$ cat src/rtl/cotm32_pkg.sv
`default_nettype none
// ============================================================================
//  Module   : cotm32_pkg
//  Brief    : Shared constants and types for the cotm32 core.
//  Revision : 1.0  initial release
// ============================================================================
package cotm32_pkg;

    // Instruction memory size in bytes
    localparam int unsigned MEM_SIZE         = 1024;
    // Width of one instruction word
    localparam int unsigned INST_WIDTH       = 32;
    // addi x0, x0, 0
    localparam logic [31:0] NOP_INST         = 32'h0000_0013;
    // Default boot address of the fetch unit
    localparam logic [31:0] RESET_PC_DEFAULT = 32'h0000_0000;

    // Fetch control states
    typedef enum logic [0:0] {
        BOOT = 1'b0,
        RUN  = 1'b1
    } fetch_state_t;

endpackage : cotm32_pkg
`default_nettype wire

$ cat src/rtl/fetch_unit_if.sv
`default_nettype none
// ============================================================================
//  Module   : fetch_unit_if
//  Brief    : IF/ID valid/ready handshake carrying the fetched entry.
//  Revision : 1.0  initial release
// ============================================================================
interface fetch_unit_if;
    import cotm32_pkg::*;

    logic                  valid;
    logic                  ready;
    logic [31:0]           pc;
    logic [INST_WIDTH-1:0] inst;
    logic                  fault;

    // Producer side (fetch)
    modport master (
        output valid,
        output pc,
        output inst,
        output fault,
        input  ready
    );

    // Consumer side (decode)
    modport slave (
        input  valid,
        input  pc,
        input  inst,
        input  fault,
        output ready
    );

endinterface : fetch_unit_if
`default_nettype wire

$ cat src/rtl/fetch_unit.sv
`default_nettype none
// ============================================================================
//  Module   : fetch_unit
//  Brief    : IF stage. Owns the PC, addresses inst_mem combinationally and
//             registers (pc, inst, fault) into the IF/ID handshake entry.
//  Revision : 1.0  initial release
// ============================================================================
module fetch_unit
    import cotm32_pkg::*;
#(
    parameter logic [31:0] RESET_PC  = cotm32_pkg::RESET_PC_DEFAULT,
    parameter int unsigned MEM_SIZE  = cotm32_pkg::MEM_SIZE,
    localparam int unsigned ADDR_W   = $clog2(MEM_SIZE)
) (
    input  wire logic                  i_clk,
    input  wire logic                  i_rst_n,
    output logic      [ADDR_W-1:0]     o_imem_addr,
    input  wire logic [INST_WIDTH-1:0] i_imem_inst,
    input  wire logic                  i_redirect,
    input  wire logic [31:0]           i_redirect_pc,
    fetch_unit_if.master               if_id
);

    fetch_state_t          state_q;
    logic [31:0]           pc_q;
    logic                  valid_q;
    logic [31:0]           out_pc_q;
    logic [INST_WIDTH-1:0] out_inst_q;
    logic                  out_fault_q;

    logic                  advance;
    logic                  misaligned;
    logic                  out_of_range;
    logic                  fault;
    logic [31:0]           pc_inc;

    // Entry slot may be refilled when empty or being consumed this cycle
    assign advance      = !valid_q || if_id.ready;
    assign misaligned   = (pc_q[1:0] != 2'b00);
    assign out_of_range = ((pc_q >> ADDR_W) != 32'd0);
    assign fault        = misaligned || out_of_range;
    assign pc_inc       = pc_q + 32'd4;

    // Memory sees the truncated PC even for faulting addresses
    assign o_imem_addr  = pc_q[ADDR_W-1:0];

    assign if_id.valid  = valid_q;
    assign if_id.pc     = out_pc_q;
    assign if_id.inst   = out_inst_q;
    assign if_id.fault  = out_fault_q;

    // Fetch FSM: BOOT gives one idle cycle after reset, RUN streams entries
    always_ff @(posedge i_clk or negedge i_rst_n) begin
        if (!i_rst_n) begin
            state_q     <= BOOT;
            pc_q        <= RESET_PC;
            valid_q     <= 1'b0;
            out_pc_q    <= 32'd0;
            out_inst_q  <= NOP_INST;
            out_fault_q <= 1'b0;
        end else begin
            case (state_q)
                BOOT: begin
                    state_q <= RUN;
                    if (i_redirect) begin
                        pc_q <= i_redirect_pc;
                    end
                end
                RUN: begin
                    if (i_redirect) begin
                        // Redirect wins over a same-cycle handoff; held entry is dropped
                        valid_q <= 1'b0;
                        pc_q    <= i_redirect_pc;
                    end else if (advance) begin
                        valid_q     <= 1'b1;
                        out_pc_q    <= pc_q;
                        pc_q        <= pc_inc;
                        out_fault_q <= fault;
                        out_inst_q  <= fault ? NOP_INST : i_imem_inst;
                    end
                end
                default: begin
                    state_q <= BOOT;
                end
            endcase
        end
    end

endmodule : fetch_unit
`default_nettype wire

$ cat src/flat_wrapper.sv
// flat-port wrapper written by rule: the top's interface ports become plain ports
module fetch_unit_flat import cotm32_pkg::*;
#(
    parameter logic [31:0] RESET_PC  = cotm32_pkg::RESET_PC_DEFAULT,
    parameter int unsigned MEM_SIZE  = cotm32_pkg::MEM_SIZE,
    localparam int unsigned ADDR_W   = $clog2(MEM_SIZE)
)
  (i_clk, i_rst_n, o_imem_addr, i_imem_inst, i_redirect, i_redirect_pc, if_id_valid, if_id_pc, if_id_inst, if_id_fault, if_id_ready);
  fetch_unit_if if_id_i ();
  input  wire logic i_clk;
  input  wire logic i_rst_n;
  output logic      [ADDR_W-1:0] o_imem_addr;
  input  wire logic [INST_WIDTH-1:0] i_imem_inst;
  input  wire logic i_redirect;
  input  wire logic [31:0] i_redirect_pc;
  output wire logic [$bits(if_id_i.valid)-1:0] if_id_valid;
  output wire logic [$bits(if_id_i.pc)-1:0] if_id_pc;
  output wire logic [$bits(if_id_i.inst)-1:0] if_id_inst;
  output wire logic [$bits(if_id_i.fault)-1:0] if_id_fault;
  input wire logic [$bits(if_id_i.ready)-1:0] if_id_ready;
  assign if_id_valid = if_id_i.valid;
  assign if_id_pc = if_id_i.pc;
  assign if_id_inst = if_id_i.inst;
  assign if_id_fault = if_id_i.fault;
  assign if_id_i.ready = if_id_ready;
  fetch_unit #(.RESET_PC(RESET_PC), .MEM_SIZE(MEM_SIZE)) u_core (.i_clk(i_clk), .i_rst_n(i_rst_n), .o_imem_addr(o_imem_addr), .i_imem_inst(i_imem_inst), .i_redirect(i_redirect), .i_redirect_pc(i_redirect_pc), .if_id(if_id_i));
endmodule
$ cat config.mk
export PLATFORM = sky130hd
export DESIGN_NAME = fetch_unit_flat
export DESIGN_NICKNAME = d
export VERILOG_FILES = /design/src/rtl/cotm32_pkg.sv /design/src/rtl/fetch_unit_if.sv /design/src/rtl/fetch_unit.sv /design/src/flat_wrapper.sv
export SDC_FILE = /design/constraint.sdc
export NUM_CORES = 1
export LEC_CHECK = 0
export CELL_PAD_IN_SITES_DETAIL_PLACEMENT = 1
export CELL_PAD_IN_SITES_GLOBAL_PLACEMENT = 1
export CORE_ASPECT_RATIO = 0.75
export CORE_UTILIZATION = 34
export DETAILED_ROUTE_END_ITERATION = 16
export PLACE_DENSITY = 0.86
export SYNTH_ARGS = -nofsm -noshare
export SYNTH_HDL_FRONTEND = slang
export SYNTH_SLANG_ARGS = --single-unit
export TNS_END_PERCENT = 1
$ cat constraint.sdc
create_clock -name i_clk -period 2.14 [get_ports i_clk]
set_input_delay 0.535 -clock i_clk [delete_from_list [all_inputs] [get_ports i_clk]]
set_output_delay 0.535 -clock i_clk [all_outputs]
set_load 0.02 [all_outputs]
## Yosys cells after proc, flatten, opt, wreduce, memory -nomap -nowiden

Cells that the tools add are included.

- Register bits after elaboration: 99
- Input bits: 68
- Output and inout bits: 76
- Word-level logic and storage cells: 27

- $add $sub $neg: 1
- Equality and inequality tests: 2
- Multiplexer cells: 7
- Bitwise operators: 2
- Reductions and logical operators: 9

Operators by type and width:

| kind | count |
|---|---|
| 32-bit two-way mux | 4 |
| 32-bit one-hot mux with 2 select lines | 1 |
| 32-bit by 3-bit adder with 32-bit output (second input constant) | 1 |
| 32-bit nonzero test | 1 |
| 2-bit AND reduction | 2 |
| 2-bit nonzero test | 2 |
| 3-bit != test (second input constant) | 1 |
| 3-bit AND reduction | 1 |
| 1-bit logical OR | 2 |
| 1-bit two-way mux | 2 |
| 2-bit != test (second input constant) | 1 |
| 1-bit NOT | 2 |
| 1-bit logical NOT | 1 |

## Logic depth before layout (Yosys ltp)

Gate-level depths: netlist of run 1.

- Word-level depth: 5
- Gate-level depth with buffers: 7
- Gate-level depth less buffers: 6

## Worst setup path after synthesis of run 1

OpenSTA, ideal clock, no wires.

- Path kind: in2reg
- From: in if_id_ready
- To: reg u_core.pc_q[31]
- Library setup time: 146 ps
- Data arrival time: 1727 ps
- Data required time: 1994 ps
- Slack: 267 ps
- Stages on the path: 7
- Buffers on the path: 2
- Path through: nand2b_1 -> and2_1 -> clkbuf_1 -> clkbuf_1 -> nand2_1 -> o211ai_1 -> o311ai_0

- Word-level cells in the longest chain between the ends: 3

Ends and longest elaborated chain:

| element | RTL line | RTL |
|---|---|---|
| start: declaration | flat_wrapper.sv:20 | `input wire logic [$bits(if_id_i.ready)-1:0] if_id_ready;` |
| 1-bit logical OR | fetch_unit.sv:38 | `assign advance = !valid_q \|\| if_id.ready;` |
| 3-bit != test (no source line) | - |  |
| 2-bit AND reduction (no source line) | - |  |
| end signal: assignment | fetch_unit.sv:66 | `pc_q <= i_redirect_pc;` |
| end signal: assignment | fetch_unit.sv:73 | `pc_q <= i_redirect_pc;` |
| end signal: assignment | fetch_unit.sv:77 | `pc_q <= pc_inc;` |
| end: declaration | fetch_unit.sv:25 | `logic [31:0] pc_q;` |

No other way between the ends.
A chain may end at the register's enable or synchronous reset.

## Worst setup path in the final report of run 1

- From: reg u_core.pc_q[4]
- To: out o_imem_addr[4]

RTL lines:

| element | RTL line | RTL |
|---|---|---|
| end: declaration | flat_wrapper.sv:12 | `output logic [ADDR_W-1:0] o_imem_addr;` |

No word-level cell between the ends.

==> impl_metrics.yaml, run 1 <==
placement:
  post_placement_cell_count: 750
  post-dp-hpwl_um: 10400
  placement.io_buffers: 143
  placed_cell_area_um2: 6150
  routability_congestion: 0.821
  pre_cts_ws_ns: -0.120
timing:
  setup_slack_ns: 0.117
  share_of_the_cycle_needed_by_the_critical_path_after_routing_pct: 94.5
  setup_viol: 0
  finalHoldViolations: 0
  maxSlewViolCount: 0
  rsz_0062_raised_after_global_routing: "no"
  worstMarginPinSlew_ns: 0.522
  max_slew_margin_pct: 64.9
  finalWorstPathRequiredPeriod_ns: 2.02
  fmax_mhz: 494
  finClkSkew_ns: 0.00936
global_route:
  grt_first_pass_wirelength_um: 22400
  vias_in_the_first_global_route: 4233
  antenna_found_initial: 0
  largest_net_degree_at_the_start_of_global_routing: 51
  global_routing_usage_summed_across_all_routing_layers_pct: 21.5
  grt_overflow_total: 0
worst_setup_path:
  crit_path_max_fanout: 5
  worstSetupEndpointType: "primary output"
  startpoint_to_endpoint_class_of_the_critical_path: "register to primary output"
  critical_path.reg2reg.endpoint: "u_core.pc_q[29]"
  worstPathArrival_ns: 1.49
  setup.reg_to_reg.worst_slack_ns: 0.17
  worst-endpoint-required_ns: 1.60
  number_of_cell_instances_on_the_worst_register_to_register_path: 6
  setup.worst_path.start_class: "register"
  regToRegStartpoint: "u_core.pc_q[11]"
clock_network:
  clock_sinks: 99
  max-clock-path-buffers: 2
  tritoncts: "built"
  htree_num_levels: 3
  worst_skew_pair_latency_ns: 0.34
  cts.repair.resized: 0
  hold_buffers: 0
  setup_repair_bufs_after_cts: 0
  cts_inserted_buffers: 9
  clockRootBuffer: "clkbuf_16"
  clk_transition_reported_paths_ns: 0.07
power_and_ir_drop:
  power_per_cell_area_nw_per_um2: 739
  power.static_leakage_nw: 2.80
  worst_ir_drop_vdd_uv: 396
cells_and_area:
  syn2layout_area_growth_pct: 47.0
  antenna-diode-count: 0
  finish.cell_count_without_fillers: 766
  most_frequent_standard_cell_in_the_layout_excluding_fill_and_tap_cells: "clkdlybuf4s50_1"
  fillers: 1383
  final_cell_area_um2: 6430
  layout.cells.most_common_list: "142 x clkdlybuf4s50_1, 128 x nand2_1, 96 x dfrtp_1"
  drive_gt1_share_pct: 11.0
  finish.net_count: 664
die:
  floorplan.die.width_um: 133
  floorplan.io_pins: 144
  die_area_um2: 13300
  core_box_area_um2: 12400
  std_cell_rows: 35
  initial_core_util_pct: 35.3
  die_h_um: 100
hold_path:
  hp-class: "input pin to asynchronous set/reset pin"
route:
  drc_errors: 0
  drt-wirelength-per-cell_um: 17.7
  first_pass_iters: 4
  postRouteWirelength_um: 13600
  num_vias: 3953
  drtAntennaViolNets: 0
  via_per_inst: 5.16
  drt_iter0_drc: 177
synth:
  ys_ff_latch: 99
  syn_nets: 509
  synth_flop_cell: "dfrtp_1"
  syn_avg_cell_area_um2: 9.94
  post_synth_instance_area_um2: 4370
  synthesis.instances: 440
  synthDistinctLibCells: 49
  synth-async-reset-ratio_pct: 100
  number_of_enable_flip_flop_cells_after_synthesis: 0
  synth_sequential_area_ratio_pct: 56.8
  yosys_warnings: 0
outcome:
  run_status: "complete, no violations"
flow_run:
  cap_violations: 0
[cell families (layout without fill, tap and decap cells)]
kind of cell	after synthesis	count (layout)	share of synthesized area (%)
compound gates	79	79	13.3
flops	99	99	56.8
buf+inv	38	198	4.24
fa+ha+maj	1	1	0.286
xor+xnor	16	16	3.21
mux	3	3	0.773
other cells	1	1	0.0858
simple gates	203	203	21.3
[Yosys cell counts, types with 2 or more instances]
master	number	area share (%)
a21oi_1	7	0.80
a22o_1	30	6.0
a311oi_1	2	0.40
and2_1	3	0.43
and3_1	2	0.29
and3_2	2	0.34
buf_2	4	0.46
buf_4	10	1.7
clkbuf_1	19	1.6
dfrtp_1	96	55
dfstp_2	3	1.8
inv_1	5	0.43
mux2_2	3	0.77
nand2_1	129	11
nand3_1	13	1.5
nand4_1	11	1.6
nor2_1	16	1.4
nor3_1	8	0.92
nor4_1	7	1.0
o211ai_1	2	0.34
o21ai_0	21	2.4
o22a_1	2	0.40
o22ai_1	2	0.29
o311ai_0	3	0.60
o31a_1	2	0.40
xnor2_1	3	0.60
xor2_1	13	2.6
[worst max path at each step]
stage / startpoint / end / slack (ns) / cells past startpoint
final: u_core.pc_q[4] / o_imem_addr[4] / 0.12 / 2
after global routing: u_core.pc_q[11] / u_core.pc_q[25] / 0.01 / 6
after floorplan: if_id_ready / u_core.pc_q[31] / 0.27 / 7
after global placement: if_id_ready / u_core.if_id.inst[31] / -0.04 / 7
after CTS: u_core.pc_q[4] / o_imem_addr[4] / 0.10 / 2
after detailed placement: if_id_ready / u_core.pc_q[20] / -0.12 / 7
[worst max-delay path: stages, from the launching register on]
cell and delay (ns):
dfrtp_1 0.38, buf_4 0.16, clkdlybuf4s50_1 0.61
[where the power goes]
group / leakage, nW / internal (mW) / switching (mW) / total (mW)
registers: 1.25 / 2.04 / 0.158 / 2.20
clock network: 0.136 / 0.825 / 0.702 / 1.53
logic: 1.42 / 0.501 / 0.519 / 1.02
[metal layers]
metal,share of wire (%),GRT usage [%]
met1,44,27.7
met2,47,35.0
met3,7.4,6.11
met4,1.7,6.98
met5,0,0
[sequential cells by signal, summed over array words and instances (netlist names)]
register / count
u_core.state_q: 1
u_core.if_id.fault: 1
u_core.if_id.valid: 1
u_core.if_id.pc: 32
u_core.pc_q: 32
u_core.if_id.inst: 32
[stage by stage]
stage / util, % / setup TNS, ns / hold WS, ns / power (mW)
6_report: 51.9 / 0 / 0.128 / 4.75
5_1_grt: 51.9 / 0 / 0.141 / 4.99
4_1_cts: 51.9 / 0 / 0.135 / 4.81
3_5_place_dp: 49.6 / -4.09 / 0.469 / 3.26
3_3_place_gp: 49.6 / -1.19 / 0.460 / 3.21
2_1_floorplan: - / 0 / 0.239 / 2.66
[area by class of cell]
class	count	area [um2]	share of cell area, %
multi-input cells	303	1720	26.7
inverters	5	18.8	0.292
clock inverters	5	38.8	0.603
clock buffers	11	243	3.78
flip-flops and latches	99	2480	38.6
repair buffers	177	1720	26.8
well taps	166	208	3.23
Power figures use the tool's default switching activity.
==> run 2: changes to the inputs <==
Settings changed: SLEW_MARGIN set to 10.
==> results of run 2 <==
No change in the layout: final DEF, timing and power equal those of run 1.
